$ cat src/rtl/fp_add_arbiter.sv
// Round-robin arbiter sharing one combinational fp_adder between two requesters.
// Optional grant statistics counters are built when FP_ADD_ARB_STATS_EN is defined.

`timescale 1ns/1ps

module fp_adder (
    input  logic [12:0] i_a,
    input  logic [12:0] i_b,
    output logic [12:0] o_sum
);
    logic [12:0] w_big;
    logic [12:0] w_small;
    logic [3:0]  w_shift;
    logic [7:0]  w_small_al;
    logic [8:0]  w_add;
    logic [7:0]  w_diff;
    logic [3:0]  w_lz;
    logic [3:0]  w_norm;

    always_comb begin
        w_big      = i_a;
        w_small    = i_b;
        if ((i_b[11:8] > i_a[11:8]) || ((i_b[11:8] == i_a[11:8]) && (i_b[7:0] > i_a[7:0]))) begin
            w_big   = i_b;
            w_small = i_a;
        end
        w_shift    = w_big[11:8] - w_small[11:8];
        w_small_al = w_small[7:0] >> w_shift;
        w_add      = {1'b0, w_big[7:0]} + {1'b0, w_small_al};
        w_diff     = w_big[7:0] - w_small_al;

        // Leading-zero count of the difference; highest set bit wins.
        w_lz = 4'd8;
        for (int i = 0; i < 8; i++) begin
            if (w_diff[i]) w_lz = 4'(7 - i);
        end
        w_norm = (w_lz > w_big[11:8]) ? w_big[11:8] : w_lz;

        o_sum = 13'd0;
        if (w_big[12] == w_small[12]) begin
            if (w_add[8]) o_sum = {w_big[12], w_big[11:8] + 4'd1, w_add[8:1]};
            else          o_sum = {w_big[12], w_big[11:8], w_add[7:0]};
        end else if (w_diff != 8'd0) begin
            o_sum = {w_big[12], w_big[11:8] - w_norm, w_diff << w_norm};
        end
    end
endmodule

// state | meaning
// IDLE  | waiting for a request, arbitration active
// EXEC  | operand registers drive fp_adder
// RESP  | response held until resp_ready
module fp_add_arbiter #(
    parameter logic PRIO_INIT = 1'b0
) (
    input  logic        clk,
    input  logic        reset_n,
    input  logic        req0_valid,
    output logic        req0_ready,
    input  logic [12:0] req0_a,
    input  logic [12:0] req0_b,
    input  logic        req1_valid,
    output logic        req1_ready,
    input  logic [12:0] req1_a,
    input  logic [12:0] req1_b,
    output logic        resp_valid,
    input  logic        resp_ready,
    output logic        resp_id,
    output logic [12:0] resp_data,
    output logic        busy,
    output logic [7:0]  grant_cnt0,
    output logic [7:0]  grant_cnt1
);
    typedef enum logic [1:0] {IDLE, EXEC, RESP} state_t;

    state_t      r_state;
    state_t      w_state_nxt;
    logic        r_prio;
    logic [12:0] r_op_a;
    logic [12:0] r_op_b;
    logic        r_id_q;
    logic        r_resp_valid;
    logic        r_resp_id;
    logic [12:0] r_resp_data;
    logic        w_grant0;
    logic        w_grant1;
    logic [12:0] w_sum;

    fp_adder u_adder (
        .i_a   (r_op_a),
        .i_b   (r_op_b),
        .o_sum (w_sum)
    );

    always_comb begin
        w_grant0 = 1'b0;
        w_grant1 = 1'b0;
        if (r_state == IDLE && reset_n) begin
            w_grant0 = req0_valid && (!req1_valid || !r_prio);
            w_grant1 = req1_valid && (!req0_valid ||  r_prio);
        end
    end

    always_comb begin
        w_state_nxt = r_state;
        case (r_state)
            IDLE:    if (w_grant0 || w_grant1) w_state_nxt = EXEC;
            EXEC:    w_state_nxt = RESP;
            RESP:    if (resp_ready) w_state_nxt = IDLE;
            default: w_state_nxt = IDLE;
        endcase
    end

    always_ff @(posedge clk or negedge reset_n) begin
        if (!reset_n) r_state <= IDLE;
        else          r_state <= w_state_nxt;
    end

    always_ff @(posedge clk or negedge reset_n) begin
        if (!reset_n) begin
            r_prio       <= PRIO_INIT;
            r_op_a       <= 13'd0;
            r_op_b       <= 13'd0;
            r_id_q       <= 1'b0;
            r_resp_valid <= 1'b0;
            r_resp_id    <= 1'b0;
            r_resp_data  <= 13'd0;
        end else begin
            if (w_grant0) begin
                r_op_a <= req0_a;
                r_op_b <= req0_b;
                r_id_q <= 1'b0;
                r_prio <= 1'b1;
            end else if (w_grant1) begin
                r_op_a <= req1_a;
                r_op_b <= req1_b;
                r_id_q <= 1'b1;
                r_prio <= 1'b0;
            end
            if (r_state == EXEC) begin
                r_resp_data  <= w_sum;
                r_resp_id    <= r_id_q;
                r_resp_valid <= 1'b1;
            end else if (r_state == RESP && resp_ready) begin
                r_resp_valid <= 1'b0;
            end
        end
    end

`ifdef FP_ADD_ARB_STATS_EN
    logic [7:0] r_cnt0;
    logic [7:0] r_cnt1;

    // Saturating counters, cleared only by reset.
    always_ff @(posedge clk or negedge reset_n) begin
        if (!reset_n) begin
            r_cnt0 <= 8'd0;
            r_cnt1 <= 8'd0;
        end else begin
            if (w_grant0 && r_cnt0 != 8'hFF) r_cnt0 <= r_cnt0 + 8'd1;
            if (w_grant1 && r_cnt1 != 8'hFF) r_cnt1 <= r_cnt1 + 8'd1;
        end
    end

    assign grant_cnt0 = r_cnt0;
    assign grant_cnt1 = r_cnt1;
`else
    assign grant_cnt0 = 8'd0;
    assign grant_cnt1 = 8'd0;
`endif

    assign req0_ready = w_grant0;
    assign req1_ready = w_grant1;
    assign resp_valid = r_resp_valid;
    assign resp_id    = r_resp_id;
    assign resp_data  = r_resp_data;
    assign busy       = (r_state != IDLE);
endmodule

$ cat config.mk
export PLATFORM = sky130hd
export DESIGN_NAME = fp_add_arbiter
export DESIGN_NICKNAME = d
export VERILOG_FILES = /design/src/rtl/fp_add_arbiter.sv
export SDC_FILE = /design/constraint.sdc
export NUM_CORES = 1
export LEC_CHECK = 0
export ABC_AREA = 1
export CAP_MARGIN = 20
export CORE_MARGIN = 5
export CORE_UTILIZATION = 45
export CTS_CLUSTER_DIAMETER = 200
export DETAILED_ROUTE_END_ITERATION = 10
export PLACE_DENSITY = 0.78
export SETUP_SLACK_MARGIN = 0.3
export SLEW_MARGIN = 20
export SYNTH_ARGS = -nofsm -noshare
export SYNTH_HDL_FRONTEND = slang
export SYNTH_HIERARCHICAL = 1
export SYNTH_SLANG_ARGS = --single-unit
$ cat constraint.sdc
create_clock -name clk -period 8.45 [get_ports clk]
set_input_delay 2.535 -clock clk [delete_from_list [all_inputs] [get_ports clk]]
set_output_delay 2.535 -clock clk [all_outputs]
set_load 0.01 [all_outputs]
After elaboration in Yosys (flattened, before gate mapping)
Cells that the tools add are included.
- flip-flop bits (word level): 45
- bits of input ports: 57
- output and inout bits: 34
- word-level logic and storage cells: 71
- add/subtract/negate cells: 5
- $lt $le $gt $ge: 3
- equal/unequal tests: 6
- shift-type cells: 2
- multiplexer cells: 29
- reductions and logical operators: 18
- operator list (kind ; count):
    $mux 13 ; 8
    $mux 4 ; 9
    $mux 12 ; 1
    $add 8x8->9 ; 1
    $gt 4x4->1 ; 2
    $gt 8x8->1 ; 1
    $mux 1 ; 8
    $reduce_bool 8->1 ; 1
    $shl 8x4->8 ; 1
    $shr 8x4->8 ; 1
    $sub 4x4->4 ; 2
    $sub 8x8->8 ; 1
    $pmux 2 s3 ; 1
    $reduce_bool 2->1 ; 3
    $logic_and 1x1->1 ; 5
    $add 4x1->4 const B ; 1
    $eq 4x4->1 ; 1
    $logic_or 1x1->1 ; 4
    $mux 2 ; 2
    $logic_not 1->1 ; 3
    $eq 2x1->1 const B ; 1
    $eq 2x2->1 const B ; 1
    $logic_not 2->1 ; 1
    $ne 2x1->1 const B ; 1
    other kinds (3) ; 3

Longest topological paths before layout
- word-level depth: 20
- gate-level depth with buffers: 55
- mapped depth without buffers: 53

Hierarchy
Netlist, hierarchy kept.
- by module, submodules not included (module ; times used ; cells an instance ; area each (um^2) ; seq. area each (um^2)):
    fp_adder ; 1 ; 493 ; 2552.4 ; 0.0
    fp_add_arbiter ; 1 ; 298 ; 2381.0 ; 1126.1

Least setup slack after synthesis
No wires, ideal clock.
- path type: register -> register
- start point: reg r_op_a[10]
- end point: reg r_resp_data[9] (netlist: resp_data[9])
- setup time: 117 ps
- arrival: 5786 ps
- required time: 8333 ps
- slack: 2547 ps
- cell stages (with the launch flop): 44
- buffers on the path: 1
- period minus slack after synthesis: 5903 ps
- cells stage by stage: dfrtp_1 -> inv_1 -> ha_1 -> nand2_1 -> inv_1 -> nand3_1 -> inv_1 -> nor2_1 -> o21ai_2 -> nand2_2 -> nand2_1 -> and2_1 -> inv_1 -> o21ai_0 -> ha_1 -> clkinv_1 -> o21ai_0 -> nor2_1 -> [... 8 more ...] -> nor2_1 -> nand2_1 -> inv_1 -> ha_1 -> nand3b_1 -> nand2_1 -> inv_1 -> nand2_2 -> nand2_4 -> buf_6 -> nand2_2 -> nand2_4 -> ha_1 -> inv_1 -> ha_1 -> a32o_1 -> nand2_1 -> nand2_1
- cells in the longest elaborated chain, start to end: 20
- elaborated cells on any way between the ends: 27
- classes of those cells: add/sub (5); order compare (2); eq/ne (2); shift (1); mux (14); reduce/logical (3)
- ends and longest elaborated chain (element ; RTL line ; RTL):
    start, declared ; 79 ; logic [12:0] r_op_a;
    start signal, assigned ; 130 ; r_op_a <= req0_a;
    start signal, assigned ; 135 ; r_op_a <= req1_a;
    branches (longest 19 deep; another with $sub 8x8->8) ; -- ;
    $mux 13 * ; 40 ; if (w_big[12] == w_small[12]) begin
    via w_sum[9] ; 87 ; logic [12:0] w_sum;
    end signal, assigned ; 141 ; r_resp_data <= w_sum;
    end, declared ; 84 ; logic [12:0] r_resp_data;
Mark *: on every way through the listed nets, which the timed path passes.
A chain may end at the register's enable or synchronous reset.

Final worst setup path
- start point: in req1_valid
- end point: out req0_ready
- cells in the longest elaborated chain, start to end: 4
- ends and longest elaborated chain (element ; RTL line ; RTL):
    start, declared ; 62 ; input logic req1_valid,
    $logic_not 1->1 ; 99 ; w_grant0 = req0_valid && (!req1_valid || !r_prio);
    $logic_or 1x1->1 ; 99 ;
    $logic_and 1x1->1 ; 99 ;
    $mux 1 ; 98 ; if (r_state == IDLE && reset_n) begin
    end, declared ; 59 ; output logic req0_ready,
No other way between the ends.

==> parameters.txt <==
Parameter                              Value

Setup path
  Critical path class    input port to output port
  Arrival time of the worst setup path    4.51 ns
  Required @ worst endpoint    between 5 and 6 ns
  Nature of the critical path startpoint    input port
  Critical path capture point type    output port
  Worst reg2reg path depth    45
  Crit Path Max Fanout    28

Cells and area
  Cell area after layout    5760 um^2
  Signed area change from the synthesized netlist to the final layout    16.7%
  Sequential cell area    about 1100 um^2
  Number of nets in the finished design    around 940
  Antenna diodes    0
  End-of-flow core utilization    0.534
  Layout cell share with drive strength beyond 1    0.0541
  Fill count    1094
  Combined area of the multi-input logic cells    3130 um^2

Run
  Count of maximum capacitance violations    0

GRT
  Number of global-route vias before repair    4624
  First-pass GRT wire length    20.5 mm
  Met2 Resource Use GR    0.305
  Initial antenna violation count    0
  Maximum number of pins on one net before global-route repair    47
  Global route total overflow    0
  Global-route layer with the greatest usage    met2
  Overall track demand over capacity in global routing    0.186
  GRT met3 Usage    0.0365
  Met1 routing resource usage after global routing    0.248

Floorplan
  Die Footprint    13200 um^2
  # rows    38
  Die height    115 um
  Core region area    10800 um^2
  Die span in x    115 um
  I/O pins    roughly 90
  Effective utilization at floorplan    0.457

STA
  Number of failing hold endpoints at the final stage    0
  RSZ-0062 raised after global routing    no
  Final count of negative-setup-slack endpoints    0
  Largest clock skew in the final design    0.0133 ns
  Minimum clock period    7.05 ns
  Max transition margin    0.586
  Final period util    0.834
  Total negative slack    0 ns
  Transition at the pin with the smallest max-transition slack    0.615 ns
  Slack of the critical path    1.40 ns
  Highest Clock Rate    around 140 MHz
  Number of max-slew violations in the final report    0

Place
  Area after detailed placement    around 5700 um^2
  Estimated wirelength of the detail-placed design    9.69 mm
  Setup slack at placement    approximately 1.4 ns
  Final weighted congestion of routability-driven global placement    just over 0.9
  Count of port buffers added during placement    74

Clock network
  CTS Hold Buffers Added    0
  Clock buffer depth    2
  Clk sinks    45
  Post-CTS setup buffer count    0
  CTS tree    done
  Deepest level of the CTS H-tree    2
  Number of buffers created by CTS    5
  Number of gates resized after CTS    0
  Root buffer cell    sky130_fd_sc_hd__clkbuf_8
  Clk pin slew, worst setup/hold paths    approximately 0.090 ns
  Clock insertion delay at the later pin of the skew report    0.30 ns

Routing
  Detailed-route wire length    11.8 mm
  Avg WL per Cell    11.9 um
  Number of antenna-violating nets in the routed design    0
  Total iterations of the first detailed-routing run    4
  Via count of the routed design    4839
  Mean number of vias per cell    4.88
  # DRC    0
  Number of violations reported at the end of detailed-routing iteration 0    around 210

Synth
  Mapped Area    4930 um^2
  Top FF cell, synth    sky130_fd_sc_hd__dfrtp_1
  Warnings from Yosys    6
  FFs w/ async S/R, synth    1.00
  Seq/Total Area, Yosys    0.228
  EDFF count, synth    0
  Post-Syn Instances    just under 800
  Avg Cell Area, Syn    6.24 um^2
  Total of flip-flops plus latches after synthesis    45
  Number of different library cells in the post-synthesis netlist    44

Hold path
  Worst hold path type    register to register
  Number of instances on the worst hold path    2

Status
  Outcome    finished clean
[Yosys cell counts (2+ instances only)]
master,number,area [um^2]
sky130_fd_sc_hd__ha_1,32,400
sky130_fd_sc_hd__o211ai_1,3,22.5
sky130_fd_sc_hd__nand4_1,6,37.5
sky130_fd_sc_hd__inv_1,122,458
sky130_fd_sc_hd__buf_6,2,22.5
sky130_fd_sc_hd__o21ai_0,43,215
sky130_fd_sc_hd__xnor2_1,2,17.5
sky130_fd_sc_hd__buf_2,11,55.1
sky130_fd_sc_hd__o21ai_2,2,17.5
sky130_fd_sc_hd__o21bai_1,28,210
sky130_fd_sc_hd__inv_2,3,11.3
sky130_fd_sc_hd__a21oi_1,15,75.1
sky130_fd_sc_hd__nand3_2,3,30.0
sky130_fd_sc_hd__nand2_2,12,75.1
sky130_fd_sc_hd__nand3b_1,2,15.0
sky130_fd_sc_hd__o22ai_1,3,18.8
sky130_fd_sc_hd__xor2_1,7,61.3
sky130_fd_sc_hd__nor2_2,2,12.5
sky130_fd_sc_hd__buf_4,21,158
sky130_fd_sc_hd__a21o_1,2,15.0
sky130_fd_sc_hd__clkbuf_1,5,18.8
sky130_fd_sc_hd__nand2_4,4,45.0
sky130_fd_sc_hd__dfrtp_1,45,1130
sky130_fd_sc_hd__nand3_1,102,510
sky130_fd_sc_hd__nor2_1,39,146
sky130_fd_sc_hd__or2_2,2,12.5
sky130_fd_sc_hd__nor2_4,3,33.8
sky130_fd_sc_hd__nand2_1,252,946
sky130_fd_sc_hd__clkinv_1,2,7.51
sky130_fd_sc_hd__fa_1,2,40.0
[through the flow]
step | hold WS, ns | std cells
2_1_floorplan | 0.478 | 806
5_1_grt | 0.505 | 991
4_1_cts | 0.480 | 991
3_3_place_gp | 0.453 | 982
3_5_place_dp | 0.457 | 983
6_report | 0.475 | 991
[cells in the final DEF (no fill, tap or decap), drive strengths merged]
cell type,instances
a211oi,1
a21boi,1
a21o,2
a21oi,16
a32o,1
and2,1
buf,4
clkbuf,5
clkdlybuf4s50,73
clkinv,3
clkinvlp,1
conb,16
dfrtp,45
fa,2
ha,32
inv,126
nand2,268
nand3,105
nand3b,2
nand4,6
nor2,45
o211ai,3
o21a,1
o21ai,46
o21bai,28
o22ai,3
o31ai,1
o32ai,1
or2,4
xnor2,2
xor2,7
[state kept, by name (all words and copies together), names as in the netlist]
register	count
r_id_q	1
r_op_a	13
r_op_b	13
r_prio	1
r_state	2
resp_data	13
resp_id	1
resp_valid	1
[critical path: stages]
cell,delay (ns)
sky130_fd_sc_hd__clkdlybuf4s50_1,0.45
sky130_fd_sc_hd__nand2_1,0.11
sky130_fd_sc_hd__nand2_2,0.34
sky130_fd_sc_hd__nor2_8,0.45
sky130_fd_sc_hd__clkdlybuf4s50_1,0.62
[layer usage]
layer  share of wire  wire length, um  up-vias
li1                -                -     2591
met1            0.48             5600     2123
met2            0.45             5300      106
met3           0.050              594       19
met4           0.025              289        0
met5               0                0        -
[final timing paths]
path | slack (ns) | start | end
hold / removal | 0.48 | resp_data[4] | resp_data[4]
setup reg to reg | 1.54 | r_op_a[10] | resp_data[10]
min in group asynchronous | 2.43 | reset_n | r_op_b[0]
setup / recovery | 1.40 | req1_valid | req0_ready
max in group asynchronous | 5.63 | reset_n | resp_data[5]
hold reg to reg | 0.48 | resp_data[4] | resp_data[4]
[layout make-up]
| cell class | count | share of cell area |
|---|---|---|
| multi-input cells | 594 | 0.543 |
| flip-flops and latches | 45 | 0.196 |
| repair buffers | 77 | 0.132 |
| inverters | 127 | 0.0828 |
| well taps | 140 | 0.0304 |
| clock buffers | 5 | 0.0119 |
| clock inverters | 3 | 0.00369 |
[cell families (layout without fill, tap and decap cells)]
family,count (synthesis),count (layout),share of synthesized area
xor+xnor,9,9,0.0160
fa+ha+maj,34,34,0.0893
buf+inv,167,212,0.149
compound gates,104,104,0.131
flops,45,45,0.228
other cells,1,16,0.000760
simple gates,431,431,0.386
Power is not shown: default switching activity piles up to over one toggle a cycle in this logic, so the estimate is an artifact.
